$ cat src/rtl/pixel_timing_pkg.sv
// Shared definitions for the pixel timing generator.
//   state_e        : FSM states (IDLE, ACTIVE, HBLANK)
//   PT_*           : default counter width and reset-time frame geometry
package pixel_timing_pkg;
  typedef enum logic [1:0] {
    ST_IDLE   = 2'd0,
    ST_ACTIVE = 2'd1,
    ST_HBLANK = 2'd2
  } state_e;

  localparam int PT_CNT_W      = 12;
  localparam int PT_DEF_HACT   = 9;
  localparam int PT_DEF_VACT   = 9;
  localparam int PT_DEF_HBLANK = 0;
endpackage

$ cat src/rtl/pixel_timing_gen_if.sv
// Pixel stream + configuration bundle.
//   master : upstream/config side (drives enable, cfg_*, valid_in)
//   slave  : the timing generator (drives in_ready, per-beat outputs, status)
interface pixel_timing_gen_if #(
  parameter int CNT_W = 12
) ();
  logic             enable;
  logic             cfg_load;
  logic [CNT_W-1:0] cfg_hact;
  logic [CNT_W-1:0] cfg_vact;
  logic [CNT_W-1:0] cfg_hblank;
  logic             valid_in;
  logic             in_ready;
  logic             valid;
  logic             hStart;
  logic             hEnd;
  logic             vStart;
  logic             vEnd;
  logic [CNT_W-1:0] x;
  logic [CNT_W-1:0] y;
  logic             frame_done;
  logic [15:0]      frame_cnt;
  logic             cfg_err;

  modport master (
    output enable, cfg_load, cfg_hact, cfg_vact, cfg_hblank, valid_in,
    input  in_ready, valid, hStart, hEnd, vStart, vEnd, x, y,
           frame_done, frame_cnt, cfg_err
  );

  modport slave (
    input  enable, cfg_load, cfg_hact, cfg_vact, cfg_hblank, valid_in,
    output in_ready, valid, hStart, hEnd, vStart, vEnd, x, y,
           frame_done, frame_cnt, cfg_err
  );
endinterface

$ cat src/rtl/pixel_axis_counter.sv
// One axis (column or row) position counter.
//   i_load/i_load_val : synchronous load (highest priority)
//   i_inc             : advance by one, wrapping to 0 after i_last
//   o_cnt             : current position
//   o_tc              : terminal count, o_cnt == i_last
module pixel_axis_counter #(
  parameter int W = 12
) (
  input  logic         clk,
  input  logic         reset_n,
  input  logic         i_load,
  input  logic [W-1:0] i_load_val,
  input  logic         i_inc,
  input  logic [W-1:0] i_last,
  output logic [W-1:0] o_cnt,
  output logic         o_tc
);
  logic [W-1:0] r_cnt;

  assign o_cnt = r_cnt;
  assign o_tc  = (r_cnt == i_last);

  always_ff @(posedge clk or negedge reset_n) begin
    if (!reset_n)    r_cnt <= '0;
    else if (i_load) r_cnt <= i_load_val;
    else if (i_inc)  r_cnt <= o_tc ? '0 : r_cnt + 1'b1;
  end
endmodule

$ cat src/rtl/pixel_timing_gen.sv
// Pixel timing generator: walks (x,y) over an hact x vact frame, one step
// per accepted upstream beat, with optional blanking after each row.
//   clk, reset_n : clock, async active-low reset (release synchronised here)
//   bus (slave)  : enable/config/valid_in in; in_ready, per-beat flags,
//                  x/y, frame_done, frame_cnt, cfg_err out
module pixel_timing_gen
  import pixel_timing_pkg::*;
#(
  parameter int CNT_W      = PT_CNT_W,
  parameter int DEF_HACT   = PT_DEF_HACT,
  parameter int DEF_VACT   = PT_DEF_VACT,
  parameter int DEF_HBLANK = PT_DEF_HBLANK
) (
  input logic               clk,
  input logic               reset_n,
  pixel_timing_gen_if.slave bus
);
  localparam logic [CNT_W-1:0] L_HACT   = CNT_W'(DEF_HACT);
  localparam logic [CNT_W-1:0] L_VACT   = CNT_W'(DEF_VACT);
  localparam logic [CNT_W-1:0] L_HBLANK = CNT_W'(DEF_HBLANK);

  // Assert asynchronously, release on a clock edge.
  logic [1:0] r_rst_sync;
  logic       w_rst_n;
  always_ff @(posedge clk or negedge reset_n) begin
    if (!reset_n) r_rst_sync <= 2'b00;
    else          r_rst_sync <= {r_rst_sync[0], 1'b1};
  end
  assign w_rst_n = r_rst_sync[1];

  state_e           r_state;
  logic [CNT_W-1:0] r_pend_hact, r_pend_vact, r_pend_hblank;
  logic [CNT_W-1:0] r_hact, r_vact, r_hblank, r_bcnt;
  logic [CNT_W-1:0] r_x, r_y;
  logic             r_valid, r_hs, r_he, r_vs, r_ve, r_fd, r_cfg_err;
  logic [15:0]      r_frame_cnt;

  logic [CNT_W-1:0] w_pend_hact, w_pend_vact, w_pend_hblank;
  logic [CNT_W-1:0] w_hlast, w_vlast, w_col, w_row;
  logic             w_col_tc, w_row_tc, w_in_ready, w_accept, w_final;
  logic             w_apply, w_cfg_bad, w_cfg_clr, w_clr;

  // A load in the same cycle as an apply point is visible immediately, so a
  // strobe coincident with the final beat lands on the next frame.
  assign w_pend_hact   = bus.cfg_load ? bus.cfg_hact   : r_pend_hact;
  assign w_pend_vact   = bus.cfg_load ? bus.cfg_vact   : r_pend_vact;
  assign w_pend_hblank = bus.cfg_load ? bus.cfg_hblank : r_pend_hblank;
  assign w_cfg_bad     = (w_pend_hact == '0) || (w_pend_vact == '0);
  assign w_cfg_clr     = bus.cfg_load && (bus.cfg_hact != '0) && (bus.cfg_vact != '0);

  assign w_hlast = (r_hact != '0) ? r_hact - 1'b1 : '0;
  assign w_vlast = (r_vact != '0) ? r_vact - 1'b1 : '0;

  assign w_in_ready = (r_state == ST_ACTIVE) && bus.enable;
  assign w_accept   = bus.valid_in && w_in_ready;
  assign w_final    = w_accept && w_col_tc && w_row_tc;
  assign w_apply    = ((r_state == ST_IDLE) && bus.enable && !r_cfg_err) || w_final;
  assign w_clr      = (r_state == ST_IDLE) || !bus.enable;

  pixel_axis_counter #(.W(CNT_W)) u_col (
    .clk(clk), .reset_n(w_rst_n), .i_load(w_clr), .i_load_val({CNT_W{1'b0}}),
    .i_inc(w_accept), .i_last(w_hlast), .o_cnt(w_col), .o_tc(w_col_tc)
  );

  pixel_axis_counter #(.W(CNT_W)) u_row (
    .clk(clk), .reset_n(w_rst_n), .i_load(w_clr), .i_load_val({CNT_W{1'b0}}),
    .i_inc(w_accept && w_col_tc), .i_last(w_vlast), .o_cnt(w_row), .o_tc(w_row_tc)
  );

  always_ff @(posedge clk or negedge w_rst_n) begin
    if (!w_rst_n) begin
      r_state       <= ST_IDLE;
      r_pend_hact   <= L_HACT;
      r_pend_vact   <= L_VACT;
      r_pend_hblank <= L_HBLANK;
      r_hact        <= L_HACT;
      r_vact        <= L_VACT;
      r_hblank      <= L_HBLANK;
      r_bcnt        <= '0;
      r_x           <= '0;
      r_y           <= '0;
      r_valid       <= 1'b0;
      r_hs          <= 1'b0;
      r_he          <= 1'b0;
      r_vs          <= 1'b0;
      r_ve          <= 1'b0;
      r_fd          <= 1'b0;
      r_frame_cnt   <= '0;
      r_cfg_err     <= 1'b0;
    end else begin
      r_pend_hact   <= w_pend_hact;
      r_pend_vact   <= w_pend_vact;
      r_pend_hblank <= w_pend_hblank;
      if (w_apply) begin
        r_hact   <= w_pend_hact;
        r_vact   <= w_pend_vact;
        r_hblank <= w_pend_hblank;
      end

      // Per-beat outputs: everything is zero on cycles without a beat.
      r_valid <= w_accept;
      r_x     <= w_accept ? w_col : '0;
      r_y     <= w_accept ? w_row : '0;
      r_hs    <= w_accept && (w_col == '0);
      r_he    <= w_accept && w_col_tc;
      r_vs    <= w_accept && (w_col == '0) && (w_row == '0);
      r_ve    <= w_final;
      r_fd    <= w_final;
      if (w_final) r_frame_cnt <= r_frame_cnt + 16'd1;

      if (w_apply && w_cfg_bad) r_cfg_err <= 1'b1;
      else if (w_cfg_clr)       r_cfg_err <= 1'b0;

      if (!bus.enable) begin
        r_state <= ST_IDLE;
      end else begin
        case (r_state)
          ST_IDLE:
            if (!r_cfg_err && !w_cfg_bad) r_state <= ST_ACTIVE;
          ST_ACTIVE:
            if (w_accept && w_col_tc) begin
              if (w_final && w_cfg_bad) begin
                r_state <= ST_IDLE;
              end else if (r_hblank != '0) begin
                // Blanking after a row uses the geometry that row belonged to.
                r_state <= ST_HBLANK;
                r_bcnt  <= r_hblank - 1'b1;
              end
            end
          ST_HBLANK:
            if (r_bcnt == '0) r_state <= ST_ACTIVE;
            else              r_bcnt  <= r_bcnt - 1'b1;
          default:
            r_state <= ST_IDLE;
        endcase
      end
    end
  end

  assign bus.in_ready   = w_in_ready;
  assign bus.valid      = r_valid;
  assign bus.hStart     = r_hs;
  assign bus.hEnd       = r_he;
  assign bus.vStart     = r_vs;
  assign bus.vEnd       = r_ve;
  assign bus.x          = r_x;
  assign bus.y          = r_y;
  assign bus.frame_done = r_fd;
  assign bus.frame_cnt  = r_frame_cnt;
  assign bus.cfg_err    = r_cfg_err;
endmodule
$ cat src/flat_wrapper.sv
// flat-port wrapper written by rule: the top's interface ports become plain ports
module pixel_timing_gen_flat import pixel_timing_pkg::*;
#(
  parameter int CNT_W      = PT_CNT_W,
  parameter int DEF_HACT   = PT_DEF_HACT,
  parameter int DEF_VACT   = PT_DEF_VACT,
  parameter int DEF_HBLANK = PT_DEF_HBLANK
)
  (clk, reset_n, bus_enable, bus_cfg_load, bus_cfg_hact, bus_cfg_vact, bus_cfg_hblank, bus_valid_in, bus_in_ready, bus_valid, bus_hStart, bus_hEnd, bus_vStart, bus_vEnd, bus_x, bus_y, bus_frame_done, bus_frame_cnt, bus_cfg_err);
  pixel_timing_gen_if #(.CNT_W(CNT_W)) bus_i ();
  input logic clk;
  input logic reset_n;
  input wire logic [$bits(bus_i.enable)-1:0] bus_enable;
  input wire logic [$bits(bus_i.cfg_load)-1:0] bus_cfg_load;
  input wire logic [$bits(bus_i.cfg_hact)-1:0] bus_cfg_hact;
  input wire logic [$bits(bus_i.cfg_vact)-1:0] bus_cfg_vact;
  input wire logic [$bits(bus_i.cfg_hblank)-1:0] bus_cfg_hblank;
  input wire logic [$bits(bus_i.valid_in)-1:0] bus_valid_in;
  output wire logic [$bits(bus_i.in_ready)-1:0] bus_in_ready;
  output wire logic [$bits(bus_i.valid)-1:0] bus_valid;
  output wire logic [$bits(bus_i.hStart)-1:0] bus_hStart;
  output wire logic [$bits(bus_i.hEnd)-1:0] bus_hEnd;
  output wire logic [$bits(bus_i.vStart)-1:0] bus_vStart;
  output wire logic [$bits(bus_i.vEnd)-1:0] bus_vEnd;
  output wire logic [$bits(bus_i.x)-1:0] bus_x;
  output wire logic [$bits(bus_i.y)-1:0] bus_y;
  output wire logic [$bits(bus_i.frame_done)-1:0] bus_frame_done;
  output wire logic [$bits(bus_i.frame_cnt)-1:0] bus_frame_cnt;
  output wire logic [$bits(bus_i.cfg_err)-1:0] bus_cfg_err;
  assign bus_i.enable = bus_enable;
  assign bus_i.cfg_load = bus_cfg_load;
  assign bus_i.cfg_hact = bus_cfg_hact;
  assign bus_i.cfg_vact = bus_cfg_vact;
  assign bus_i.cfg_hblank = bus_cfg_hblank;
  assign bus_i.valid_in = bus_valid_in;
  assign bus_in_ready = bus_i.in_ready;
  assign bus_valid = bus_i.valid;
  assign bus_hStart = bus_i.hStart;
  assign bus_hEnd = bus_i.hEnd;
  assign bus_vStart = bus_i.vStart;
  assign bus_vEnd = bus_i.vEnd;
  assign bus_x = bus_i.x;
  assign bus_y = bus_i.y;
  assign bus_frame_done = bus_i.frame_done;
  assign bus_frame_cnt = bus_i.frame_cnt;
  assign bus_cfg_err = bus_i.cfg_err;
  pixel_timing_gen #(.CNT_W(CNT_W), .DEF_HACT(DEF_HACT), .DEF_VACT(DEF_VACT), .DEF_HBLANK(DEF_HBLANK)) u_core (.clk(clk), .reset_n(reset_n), .bus(bus_i));
endmodule
$ cat config.mk
export PLATFORM = sky130hd
export DESIGN_NAME = pixel_timing_gen_flat
export DESIGN_NICKNAME = d
export VERILOG_FILES = /design/src/rtl/pixel_timing_pkg.sv /design/src/rtl/pixel_timing_gen_if.sv /design/src/rtl/pixel_axis_counter.sv /design/src/rtl/pixel_timing_gen.sv /design/src/flat_wrapper.sv
export SDC_FILE = /design/constraint.sdc
export NUM_CORES = 1
export LEC_CHECK = 0
export BUFFER_PORTS_ARGS = -buffer_cell sky130_fd_sc_hd__buf_2
export CORE_UTILIZATION = 55
export CTS_BUF_LIST = sky130_fd_sc_hd__clkbuf_4
export DETAILED_ROUTE_END_ITERATION = 12
export HOLD_SLACK_MARGIN = 0.03
export PLACE_DENSITY = 0.75
export RECOVER_POWER = 50
export SLEW_MARGIN = 0
export SYNTH_ARGS = -nofsm -noshare
export SYNTH_HDL_FRONTEND = slang
export SYNTH_SLANG_ARGS = --single-unit
$ cat constraint.sdc
create_clock -name clk -period 9.3 [get_ports clk]
set_clock_uncertainty 0.15 [all_clocks]
set_input_delay 0 -clock clk [delete_from_list [all_inputs] [get_ports clk]]
set_output_delay 0 -clock clk [all_outputs]
set_load 0.02 [all_outputs]
==> impl.org, run 1 <==
** Clocking
- Clock tree synthesis inserted a total of 17 buffers.
- The tree is rooted in a sky130_fd_sc_hd__clkbuf_4.
- Buffers inserted to repair hold after CTS numbered 82.
- After clock tree synthesis, the setup repair step added 0 buffers.
- TritonCTS built the clock tree.
- Total number of H-tree levels :: 4
- Worst-skew pair later-pin latency :: 0.56 ns
- Clock-pin slew was measured on the worst setup and hold paths at 0.11 ns.
- Maximum clock path buffer count :: 2
- Resized Gates After CTS :: 0
- Clock sinks :: 158

** STA
- Of the available clock period, the critical path in the final layout requires 0.4745.
- Number of endpoints failing setup at the final stage :: 0
- Setup repair after global routing left no endpoint under its margin.
- Summed over all failing endpoints, the final setup total negative slack is 0 ns.
- In this run the tightest slew margin relative to its limit is -1.010.
- Minimum setup slack in the final design :: 4.887 ns
- Slew of the pin with the lowest slew margin :: 3.015 ns
- The hold violation count in the final report was 0.
- Number of max-slew violations in the final report :: 121
- Max Freq :: 0.2266 GHz
- Hold is met by 0.1445 ns.
- The smallest clock period supported by the final layout is computed as 4.413 ns.

** Status
- The flow ran to the end, but the final reports show violations.
- The final reports fail on max-capacitance violations, max-slew violations.

** Critical path
- Counting cells, the worst reg-to-reg path comes to 11.
- Top cell family by delay on the critical path :: buffers and inverters
- The critical path runs through a total of 12 cells.
- The worst register-to-register path ends at u_core.r_bcnt[0]$_DFFE_PN0P_.
- Startpoint types :: primary input
- In this run the worst path has a maximum fanout of 40.
- Counting stages on the worst path, the most repeated cell is sky130_fd_sc_hd__nand2_1.
- Flop2flop setup slack :: 5.04 ns
- Traced cell by cell, the critical path runs through dlygate4sd3_1, buf_2, clkbuf_1, nor4_1, nand4_1, nand2_1, a21oi_1, a21boi_0, nand2_1, a31oi_4, nor2_2, mux2_4.
- Critical path buffer and inverter count :: 3
- End point of the critical path :: u_core.r_bcnt[0]$_DFFE_PN0P_
- The worst register-to-register path begins at u_core.r_hact[0]$_DFFE_PN1P_.
- In this design, the stage delay of the slowest critical-path cell is 1.62 ns.
- For the worst setup path, the data arrival time is 4.70 ns.
- Data required time of the worst path :: 9.58 ns
- The worst setup path is captured at a flip-flop.
- Among all stages on the critical path, the largest delay is contributed by sky130_fd_sc_hd__clkbuf_1.
- The critical path is of the primary input to flip-flop type.
- CP Launch Point :: bus_cfg_load

** GRT
- Total congestion overflow after global routing :: 0
- Vias in the first global route :: 6471
- Total routing usage reported by global routing :: 0.2599
- Entering global routing, the biggest net connects 80 pins.
- The initial antenna violation count came to 1.
- First-pass GRT wire length :: 32720 µm

** Drt
- In this run, the number of DRC markers left after iteration 0 of detailed routing was 590.
- Average detailed-routed wire length per instance :: 17.35 µm
- Drt drc :: 0
- Via-to-Cell Ratio :: 5.968
- The count of nets left with antenna violations once routing finished came out at 0.
- Number of vias after detailed routing :: 6845
- Drt first pass iters :: 5
- Final Routed Wirelength :: 19900 µm

** Yosys
- sky130_fd_sc_hd__dfrtp_1 takes more of the synthesized area than any other cell.
- Instance count of the mapped netlist :: 806
- Of the post-synthesis cell area, the dominant cell type holds 0.4425.
- Synthesized netlist net count :: 855
- Synth cell count leaders :: sky130_fd_sc_hd__dfrtp_1, sky130_fd_sc_hd__mux2_2, sky130_fd_sc_hd__nor2_1, sky130_fd_sc_hd__o21ai_0, sky130_fd_sc_hd__nor3_1
- During synthesis, Yosys emitted a total of 0 warnings.
- In the synthesized netlist the dominant register cell turns out to be sky130_fd_sc_hd__dfrtp_1.
- Mean Syn Cell Area :: 10.52 µm²
- For this run, the register share of the synthesized area comes to 0.4673.
- Count of cell types in the netlist :: 76
- Number of enable flip-flop cells after synthesis :: 0
- After synthesis the cells add up to 8482 µm².
- Area contributors post-synth :: sky130_fd_sc_hd__dfrtp_1, sky130_fd_sc_hd__mux2_2, sky130_fd_sc_hd__and3_1
- Cell with the most instances after synthesis :: sky130_fd_sc_hd__dfrtp_1
- After synthesis the netlist holds a flip-flop and latch count of 158.
- Share of flip-flops with an asynchronous set or reset :: 1.000

** Layout
- Proportion of layout cells with a drive suffix above 1 :: 0.1524
- The register with the most flip-flops in the layout has 16 of them.
- Summing all flip-flop and latch instances after layout gives 3964 µm².
- Relative to the synthesized area, the layout overhead comes to 17.73%.
- Number of nets in the final layout :: 994
- The filler cells instantiated in the layout total 1173.
- Multi-input gate area in the final layout :: 4154 µm²

** Floorplanning
- The die is 126.2 µm wide.
- Die Y :: 126.2 µm
- # rows :: 45
- Initial core utilization :: 0.5600
- Core Region :: 15150 µm²
- I/O pin cnt :: 89
- DIE AREA :: 15920 µm²

** Power
- The worst-case IR drop observed on VDD is 0.1176 mV.
- For this design the ratio of total power to cell area is 184.7 nW/µm².
- For this design the static power due to leakage is 0.004289 µW.

** Place
- Detailed-placement wirelength estimate :: 12450 µm
- Port Buffer Count :: 88
- GPL Wtd Cong :: 0.9668
- Place WS :: 5.103 ns

** Hold path
- Worst hold-check path type :: primary input to flip-flop

** Run
- Number of max-cap violations :: 2
==> placed cells by master (no fill, tap or decap), types with 19 or more instances in the layout <==
cell type | netlist | routed
sky130_fd_sc_hd__a21oi_1 | 19 | 19
sky130_fd_sc_hd__and3_1 | 37 | 37
sky130_fd_sc_hd__buf_2 | 10 | 41
sky130_fd_sc_hd__clkbuf_1 | 34 | 48
sky130_fd_sc_hd__clkbuf_4 | 0 | 21
sky130_fd_sc_hd__dfrtp_1 | 150 | 150
sky130_fd_sc_hd__dlygate4sd3_1 | 0 | 82
sky130_fd_sc_hd__inv_1 | 23 | 23
sky130_fd_sc_hd__mux2_1 | 9 | 40
sky130_fd_sc_hd__mux2_2 | 66 | 35
sky130_fd_sc_hd__nand2_1 | 24 | 24
sky130_fd_sc_hd__nand2b_1 | 19 | 19
sky130_fd_sc_hd__nand3_1 | 26 | 26
sky130_fd_sc_hd__nor2_1 | 48 | 48
sky130_fd_sc_hd__nor3_1 | 38 | 38
sky130_fd_sc_hd__nor4_1 | 28 | 28
sky130_fd_sc_hd__o21ai_0 | 42 | 42
==> power breakdown <==
| group | total, µW | switching, µW | internal [µW] |
|---|---|---|---|
| sequential | 943 | 157 | 786 |
| combinational | 466 | 222 | 245 |
| clock | 435 | 239 | 197 |
| total | 1840 | 617 | 1230 |
==> logic make-up after synthesis <==
kind of cell,after synthesis,synth area share
XOR/XNOR,34,0.03511
multiplexers,87,0.1143
other,1,0.0004421
AND/OR/NAND/NOR,282,0.1904
AO/OA/AOI/OAI,157,0.1373
flip-flops,158,0.4673
buffers and inverters,79,0.04322
adder cells (fa/ha/maj),8,0.01180
==> worst min-delay path by stage <==
stage	startpoint	endpoint	slack [ns]	cells after the start
after detailed placement	reset_n	u_core.r_rst_sync[0]$_DFF_PN0_	-0.36	1
after global placement	reset_n	u_core.r_rst_sync[0]$_DFF_PN0_	-0.36	1
after CTS	reset_n	u_core.r_rst_sync[1]$_DFF_PN0_	0.08	3
after global routing	bus_enable	u_core.r_state[0]$_DFFE_PN0P_	0.12	4
after floorplan	reset_n	u_core.r_rst_sync[0]$_DFF_PN0_	-0.45	0
final	bus_enable	u_core.r_state[0]$_DFFE_PN0P_	0.14	4
==> layer usage <==
layer | up-vias | global-route usage | share of wire
met4 | 0 | 0.09568 | 0.017
met1 | 3344 | 0.3678 | 0.47
met3 | 28 | 0.04460 | 0.049
li1 | 3265 | - | -
met2 | 208 | 0.4023 | 0.46
met5 | - | 0 | 0
==> worst reg2reg max path, stage by stage, from the launching register on <==
cell,delay (ns)
sky130_fd_sc_hd__dfstp_2,0.61
sky130_fd_sc_hd__inv_1,0.07
sky130_fd_sc_hd__ha_1,0.24
sky130_fd_sc_hd__or3b_1,0.45
sky130_fd_sc_hd__nor2_1,0.14
sky130_fd_sc_hd__a311o_1,0.36
sky130_fd_sc_hd__nor4_1,0.28
sky130_fd_sc_hd__nand4_1,0.32
sky130_fd_sc_hd__o31ai_4,0.37
sky130_fd_sc_hd__a31oi_4,0.20
sky130_fd_sc_hd__nor2_2,0.61
sky130_fd_sc_hd__mux2_4,0.36
==> through the flow <==
| stage | instances | utilization | cell area (µm²) | power, µW |
|---|---|---|---|---|
| detailed placement | 1032 | 0.5895 | 8929 | 1372 |
| floorplan | 806 | - | 8482 | 1275 |
| finish | 1147 | 0.6593 | 9986 | 1844 |
| CTS | 1146 | 0.6635 | 10050 | 1840 |
| global placement | 1032 | 0.5895 | 8929 | 1363 |
| global route | 1147 | 0.6593 | 9986 | 1943 |
==> area by class of cell <==
cell class	count	share of cell area
antenna	1	0.0002506
clock buffer	21	0.01579
clock inverter	11	0.01428
inverter	23	0.008646
multi-input combinational	569	0.4160
sequential	158	0.3969
tap	188	0.02356
timing repair buffer	176	0.1245
No activity file was read; power rests on OpenSTA's default activity.
==> run 2: changes to the inputs <==
--- a/config.mk
+++ b/config.mk
@@ -10,7 +10,7 @@
 export CTS_BUF_LIST = sky130_fd_sc_hd__clkbuf_4
 export DETAILED_ROUTE_END_ITERATION = 12
 export HOLD_SLACK_MARGIN = 0.03
-export PLACE_DENSITY = 0.75
+export PLACE_DENSITY = 0.78
 export RECOVER_POWER = 50
 export SLEW_MARGIN = 0
 export SYNTH_ARGS = -nofsm -noshare
==> constraint.sdc (replaced) <==
create_clock -name clk -period 4 [get_ports clk]
set_clock_uncertainty 0.15 [all_clocks]
set_input_delay 0 -clock clk [delete_from_list [all_inputs] [get_ports clk]]
set_output_delay 0 -clock clk [all_outputs]
set_load 0.02 [all_outputs]
==> impl.org, run 2 (synthesis gave the netlist of run 1 again) <==
** Status
- The run finished, with violations left.
- The final reports fail on design-rule violations, max-capacitance violations, max-slew violations.

** Clocking
- The worst-skew pair later-pin latency is 0.55 ns (about the same).
- Total number of H-tree levels :: 4 (unchanged)
- Clock tree from TritonCTS :: done
- Clock tree synthesis selected as its root buffer the cell sky130_fd_sc_hd__clkbuf_4.
- The number of buffers inserted to repair setup after CTS was 0 (unchanged).
- Clock sinks :: 158 (unchanged)
- The clock slew at the register clock pins of the worst setup and hold paths is 0.13 ns (+0.02 ns).
- The clock tree buffer depth was 2 (unchanged).
- The number of buffers created by CTS was 17 (unchanged).

** Place
- The instance count after placement with tap cells included was 1060 (+2.7%).
- GPL Wtd Cong :: 0.9025 (-6.7%)
- Detailed-placement wirelength estimate :: 13180 µm (+5.9%)
- The quantity of I/O buffers inserted on ports is 88 (unchanged).
- Placed standard-cell area :: 9151 µm² (+2.5%)
- Place WS :: 0.1566 ns (-4.947 ns)

** Hold path
- Hold Crit Endpoint :: u_core.r_pend_hblank[9]$_DFF_PN0_
- Cell depth of the worst min-delay path :: 3 (-1)
- In this run the most critical hold path is launched from bus_cfg_hblank[9].
- Worst hold-check path type :: primary input to flip-flop

** Floorplanning
- The count of boundary I/O pins is 89 (unchanged).
- The overall die height is 126.2 µm (unchanged).
- DIE AREA :: 15920 µm² (unchanged)
- Initial core utilization :: 0.5600 (unchanged)
- The x dimension of the die was 126.2 µm (unchanged).
- Core Region :: 15150 µm² (unchanged)
- # rows :: 45 (unchanged)

** Layout
- Post-layout instance area :: 9878 µm² (-1.1%)
- Multi-input gate area in the final layout :: 4177 µm² (+0.54%)
- Most common library cell in the layout ignoring fill and taps :: sky130_fd_sc_hd__dfrtp_1
- The flip-flop count of the largest register, all copies and words added came to 16 (unchanged).
- Area taken by flip-flops and latches :: 3964 µm² (unchanged)
- Compared with the post-synthesis result, the final layout area differs by 16.46%.
- The library cells used most frequently in the layout, excluding fill and tap cells, are sky130_fd_sc_hd__dfrtp_1, sky130_fd_sc_hd__clkbuf_1, sky130_fd_sc_hd__nor2_1, sky130_fd_sc_hd__dlygate4sd3_1, sky130_fd_sc_hd__o21ai_0.
- Proportion of layout cells with a drive suffix above 1 :: 0.1876 (+0.03517)
- The net total in the final layout was 986 (-0.80%).
- The filler cell count in the final layout was 1200 (+2.3%).
- The number of standard cells in the layout, taps in and fillers out is 1138 (-0.78%).

** Drt
- Number of vias after detailed routing :: 6794 (-0.75%)
- The post-detailed-route DRC marker count is 2 (+2).
- Count of nets left with antenna violations after detail routing :: 0 (unchanged)
- Drt first pass iters :: 9 (+4)
- The via density per instance was 5.970 (about the same).
- The number of DRC violations after detailed-routing iteration 0 is 557 (-5.6%).
- Final Routed Wirelength :: 19420 µm (-2.4%)
- Average detailed-routed wire length per instance :: 17.07 µm (-1.6%)

** GRT
- Number of antenna violations at the first check in global routing :: 1 (unchanged)
- The overall global routing resource usage came to 0.2521 (-0.007854).
- Vias in the first global route :: 6277 (-3.0%)
- The total congestion overflow was 0 (unchanged).
- The pin count of the biggest net entering global routing is 77 (-3.8%).
- First-pass GRT wire length :: 31860 µm (-2.6%)

** STA
- Slew of the pin with the lowest slew margin :: 2.998 ns (-0.01663 ns)
- The worst-case headroom to the max-slew limit came to -0.9990 (+0.01109).
- Subtracting the final worst setup slack from the clock period gives 3.797 ns.
- The number of pins exceeding their max-slew limit in the final report is 117 (-3.3%).
- Final clock period utilization by the worst path :: 0.9493
- Final worst hold slack :: 0.09257 ns (-0.05197 ns)
- Max Freq :: 0.2634 GHz
- The worst setup margin was 0.2029 ns (-4.684 ns).
- The hold violation count in the final report was 0 (unchanged).
- The total of endpoints with negative setup slack in the final report is 0 (unchanged).

** Critical path
- Startpoint types :: flip-flop
- The worst endpoint data arrival time came to 4.09 ns (-0.61 ns).
- Setup Crit Path Kind :: flip-flop to flip-flop
- Top cell family by delay on the critical path :: compound AO/OA/AOI/OAI gates
- Cells along the critical path :: inv_1, ha_1, or3b_1, buf_4, o32a_1, o21ai_1, a32oi_1, a211o_1, buf_4, o31ai_4, a31oi_4, or4_1, o211a_1
- Critical path buffer and inverter count :: 3 (unchanged)
- Flop2flop setup slack :: 0.20 ns (-4.84 ns)
- Largest stage delay, worst path :: 0.55 ns (-1.07 ns)
- The critical path data required time is 4.30 ns (-5.28 ns).
- The endpoint identified for the worst register-to-register timing path is u_core.r_bcnt[2]$_DFFE_PN0P_.
- The slowest stage of the critical path is the sky130_fd_sc_hd__or4_1 cell.
- Worst R2R Start :: u_core.r_hact[1]$_DFFE_PN0P_
- Nature of the critical path endpoint :: flip-flop
- The worst-path maximum fanout came to 10 (-75%).
- The worst-case reg-to-reg path depth is 13 (+2).
- Among the stages of the critical path, the cell type that occurs most often is sky130_fd_sc_hd__buf_4.

** Power
- Power density normalized to cell area :: 442.6 nW/µm² (+140%)
- Worst IR Drop VDD :: 0.3345 mV (+180%)
- The cell leakage power was 0.004286 µW (about the same).

** Run
- Number of max-cap violations :: 2 (unchanged)
==> run 2: layout make-up <==
cell class,count,area share
Sequential cell,158,0.4013
Clock inverter,14,0.01938
Tap cell,188,0.02381
Timing Repair Buffer,167,0.1108
Inverter,23,0.008740
Antenna cell,1,0.0002533
Multi-Input combinational cell,570,0.4228
Clock buffer,17,0.01292
==> run 2: how the worst max path moves through the flow <==
stage,slack [ns],endpoint,depth (start not counted),startpoint
2_1_floorplan,0.37,u_core.r_bcnt[0]$_DFFE_PN0P_,14,u_core.r_vact[0]$_DFFE_PN1P_
3_3_place_gp,0.22,u_core.r_hact[1]$_DFFE_PN0P_,12,u_core.r_hact[0]$_DFFE_PN1P_
3_5_place_dp,0.16,u_core.r_hact[10]$_DFFE_PN0P_,11,u_core.r_vact[1]$_DFFE_PN0P_
4_1_cts,0.14,u_core.r_hact[9]$_DFFE_PN0P_,11,u_core.r_vact[1]$_DFFE_PN0P_
5_1_grt,-0.009,u_core.r_bcnt[9]$_DFFE_PN0P_,12,u_core.r_vact[1]$_DFFE_PN0P_
6_report,0.20,u_core.r_bcnt[2]$_DFFE_PN0P_,13,u_core.r_hact[1]$_DFFE_PN0P_
==> run 2: routing by layer <==
metal | GRT usage | part of all wire | vias up
met1 | 0.3718 | 0.48 | 3312
met3 | 0.03526 | 0.049 | 19
met5 | 0 | 0 | -
met2 | 0.3819 | 0.45 | 216
met4 | 0.08575 | 0.016 | 0
li1 | - | - | 3247
==> run 2: through the flow <==
stage,util,total power (µW),TNS [ns]
finish,0.6522,4373,0
global route,0.6522,4621,-0.02021
CTS,0.6550,4374,0
detailed placement,0.6042,3277,0
global placement,0.6042,3245,0
floorplan,-,2963,0
==> run 2: power breakdown <==
part,switching (µW),internal (µW),leakage [µW]
clock,566,495,0.000164
combinational,584,597,0.00213
sequential,304,1830,0.00199
total,1450,2920,0.00429
==> run 2: tightest hold or removal path, cell delays in order <==
cell and delay (ns):
sky130_fd_sc_hd__dlygate4sd3_1 0.52, sky130_fd_sc_hd__buf_2 0.09, sky130_fd_sc_hd__mux2_2 0.14
==> run 2: timing repair <==
action | in CTS | in global routing
resized for setup | 0 | 3
endpoints found under the hold margin | 113 | 0
hold buffers | 45 | 0
endpoints found under the setup margin | 0 | 54
==> run 3: changes to the inputs <==
==> constraint.sdc (replaced) <==
create_clock -name clk -period 3.16 [get_ports clk]
set_clock_uncertainty 0.15 [all_clocks]
set_input_delay 0 -clock clk [delete_from_list [all_inputs] [get_ports clk]]
set_output_delay 0 -clock clk [all_outputs]
set_load 0.02 [all_outputs]
==> impl.org, run 3 (synthesis gave the netlist of run 1 again) <==
** STA
- RSZ-0062 raised after global routing :: true
- The post-route clock period utilization was 1.090 (+0.1403).
- The minimum period implied by the final worst setup slack is 3.443 ns (-0.3539 ns).
- Worst-case headroom to the max-slew limit :: -0.4316 (+0.5674)
- Number of endpoints failing setup at the final stage :: 78 (+78)
- Minimum setup slack in the final design :: -0.2832 ns (-0.4861 ns)
- The hold violation count in the final report was 0 (unchanged).
- Number of max-slew violations in the final report :: 60 (-49%)
- The top achievable clock speed came to 0.2904 GHz (+10%).
- The worst-margin pin slew is 2.147 ns (-0.8512 ns).

** Critical path
- The slack of the worst reg-to-reg path came to -0.28 ns (-0.49 ns).
- Setup Crit Path Kind :: flip-flop to flip-flop
- The worst endpoint data arrival time is 3.76 ns (-0.33 ns).
- Data required time of the worst path :: 3.48 ns (-0.82 ns)
- Nature of the critical path endpoint :: flip-flop
- The worst setup path is launched from a flip-flop.
- The worst-path maximum fanout is 10 (unchanged).

** Clocking
- Maximum clock path buffer count :: 2 (unchanged)
- The depth of the CTS H-tree came to 4 (unchanged).
- The count of clock tree sinks is 158 (unchanged).
- The worst-skew pair later-pin latency is 0.57 ns (+0.02 ns).
- The clock slew at the register clock pins of the worst setup and hold paths is 0.14 ns (about the same).
- Clock tree from TritonCTS :: done
- The number of buffers created by CTS is 17 (unchanged).
- Clock Root Buffer :: sky130_fd_sc_hd__clkbuf_4

** Drt
- Final Routed Wirelength :: 22840 µm (+18%)
- Drt first-iter violations :: 541 (-2.9%)
- Count of nets left with antenna violations after detail routing :: 0 (unchanged)
- The total iterations of the first detailed-routing run is 10 (+1).
- Average detailed-routed wire length per instance :: 18.38 µm (+7.7%)
- Via-to-Cell Ratio :: 6.012 (+0.70%)
- The post-detailed-route DRC marker count is 1 (-1).
- The routed via count came to 7473 (+10%).

** Floorplanning
- # rows :: 45 (unchanged)
- The x dimension of the die came to 126.2 µm (unchanged).
- Initial core utilization :: 0.5600 (unchanged)
- The count of boundary I/O pins came to 89 (unchanged).
- DIE AREA :: 15920 µm² (unchanged)
- Core Region :: 15150 µm² (unchanged)
- The overall die height came to 126.2 µm (unchanged).

** Layout
- The library cell used most frequently in the layout, excluding fill and tap cells, is sky130_fd_sc_hd__dfrtp_1.
- The area growth from synthesis to layout is 31.23%.
- Number of nets in the final layout :: 1090 (+11%)
- Final Non-Filler Cells :: 1243 (+9.2%)
- Proportion of layout cells with a drive suffix above 1 :: 0.3472 (+0.1597)
- Leaving out fill and tap cells, the most frequent cells in the layout are sky130_fd_sc_hd__dfrtp_1, sky130_fd_sc_hd__buf_4, sky130_fd_sc_hd__dlygate4sd3_1, sky130_fd_sc_hd__mux2_2, sky130_fd_sc_hd__buf_2.
- Max FFs per register :: 16 (unchanged)

** GRT
- Global-route track usage on met1 :: 0.3849 (+0.01308)
- In this run the most used layer during global routing was met2.
- The number of global-route vias before repair is 7029 (+12%).
- The global-route track usage on met3 was 0.03866 (+0.003398).
- First-pass GRT wire length :: 35270 µm (+11%)
- Global routing met2 resource utilization :: 0.4579 (+0.07605)
- The initial antenna violation count was 1 (unchanged).
- Pin count of the biggest net entering global routing :: 62 (-19%)
- Total congestion overflow after global routing :: 0 (unchanged)
- The overall global routing resource usage is 0.2800 (+0.02791).

** Place
- Place WS :: -0.4193 ns (-0.5759 ns)
- The instance count after placement with tap cells included came to 1126 (+6.2%).
- The quantity of I/O buffers inserted on ports was 88 (unchanged).
- Detailed-placement wirelength estimate :: 14230 µm (+8.0%)
- GPL Wtd Cong :: 0.8856 (-1.9%)

** Run
- Number of max-cap violations :: 2 (unchanged)

** Power
- Worst IR Drop VDD :: 0.3505 mV (+4.8%)
- The cell leakage power is 0.004957 µW (+16%).
- The power per cell area came to 525.5 nW/µm² (+19%).

** Hold path
- Worst hold-check path type :: primary input to flip-flop

** Status
- The final reports fail on design-rule violations, max-capacitance violations, max-slew violations, negative setup slack.
- The flow ran to the end, but the final reports show violations.
[run 3: changes by cell type in the layout (fill, tap and decap cells not counted), moves of 13 or more]
| cell | delta |
|---|---|
| sky130_fd_sc_hd__mux2_1 | -25 |
| sky130_fd_sc_hd__mux2_2 | +13 |
| sky130_fd_sc_hd__dlygate4sd3_1 | +14 |
| sky130_fd_sc_hd__buf_6 | +19 |
| sky130_fd_sc_hd__o21ai_0 | -20 |
| sky130_fd_sc_hd__buf_4 | +62 |
[run 3: what timing repair did]
action / in CTS / in global routing
hold buffers: 59 / 0
endpoints found under the hold margin: 123 / 0
endpoints found under the setup margin: 86 / 90
pin swaps: 25 / 35
gates resized for setup: 65 / 70
buffers inserted: 3 / 14
cloned: 4 / 4
[run 3: path summary, 6_finish.rpt]
check / startpoint / end / depth (start not counted)
hold reg to reg: u_core.r_rst_sync[0]$_DFF_PN0_ / u_core.r_rst_sync[1]$_DFF_PN0_ / 0
hold / removal: bus_cfg_hact[5] / u_core.r_pend_hact[5]$_DFF_PN0_ / 3
setup / recovery: u_core.r_hact[4]$_DFFE_PN0P_ / u_core.r_vact[6]$_DFFE_PN0P_ / 11
min in group asynchronous: reset_n / u_core.r_rst_sync[1]$_DFF_PN0_ / 3
setup reg to reg: u_core.r_hact[4]$_DFFE_PN0P_ / u_core.r_vact[6]$_DFFE_PN0P_ / 11
max in group asynchronous: u_core.r_rst_sync[1]$_DFF_PN0_ / u_core.r_bcnt[4]$_DFFE_PN0P_ / 1
[run 3: cell type report]
| class | instances | area [µm²] |
|---|---|---|
| clock inverter | 13 | 76.32 |
| multi-input combinational | 576 | 4659 |
| inverter | 23 | 88.84 |
| timing repair buffer | 265 | 1962 |
| tap | 188 | 235.2 |
| antenna | 1 | 2.502 |
| fill | 1016 | 4015 |
| clock buffer | 19 | 142.6 |
| sequential | 158 | 3964 |
[run 3: layer usage]
metal,share of wire,wire length [µm]
met5,0,0
met4,0.019,441
met3,0.043,983
met2,0.49,11240
met1,0.45,10180
[run 3: where the power goes]
| group | switching (µW) | internal [µW] | total, µW |
|---|---|---|---|
| sequential | 321 | 2310 | 2630 |
| combinational | 1040 | 1140 | 2180 |
| clock | 719 | 315 | 1030 |
| total | 2080 | 3770 | 5850 |
[run 3: metrics by stage]
stage                 util  setup TNS, ns  total power, µW  area, µm²  hold slack [ns]
global placement    0.6401         -19.02             4382       9696          -0.3633
floorplan                -        -0.5547             3801       8556          -0.4456
detailed placement  0.6401         -23.45             4430       9696          -0.3610
global route        0.7349         -32.51             6155      11130          0.06409
CTS                 0.7136         -8.804             5628      10810          0.03082
finish              0.7349         -14.85             5849      11130          0.06852
[run 3: critical path, stage by stage (launching register included)]
cell and delay (ns):
sky130_fd_sc_hd__dfrtp_1 0.40, sky130_fd_sc_hd__or4_4 0.54, sky130_fd_sc_hd__buf_6 0.17, sky130_fd_sc_hd__o32a_1 0.38, sky130_fd_sc_hd__o21ai_1 0.14, sky130_fd_sc_hd__a32oi_1 0.06, sky130_fd_sc_hd__a211o_1 0.29, sky130_fd_sc_hd__buf_4 0.14
sky130_fd_sc_hd__nor3_2 0.17, sky130_fd_sc_hd__and2_4 0.27, sky130_fd_sc_hd__nor2_1 0.19, sky130_fd_sc_hd__mux2_2 0.43
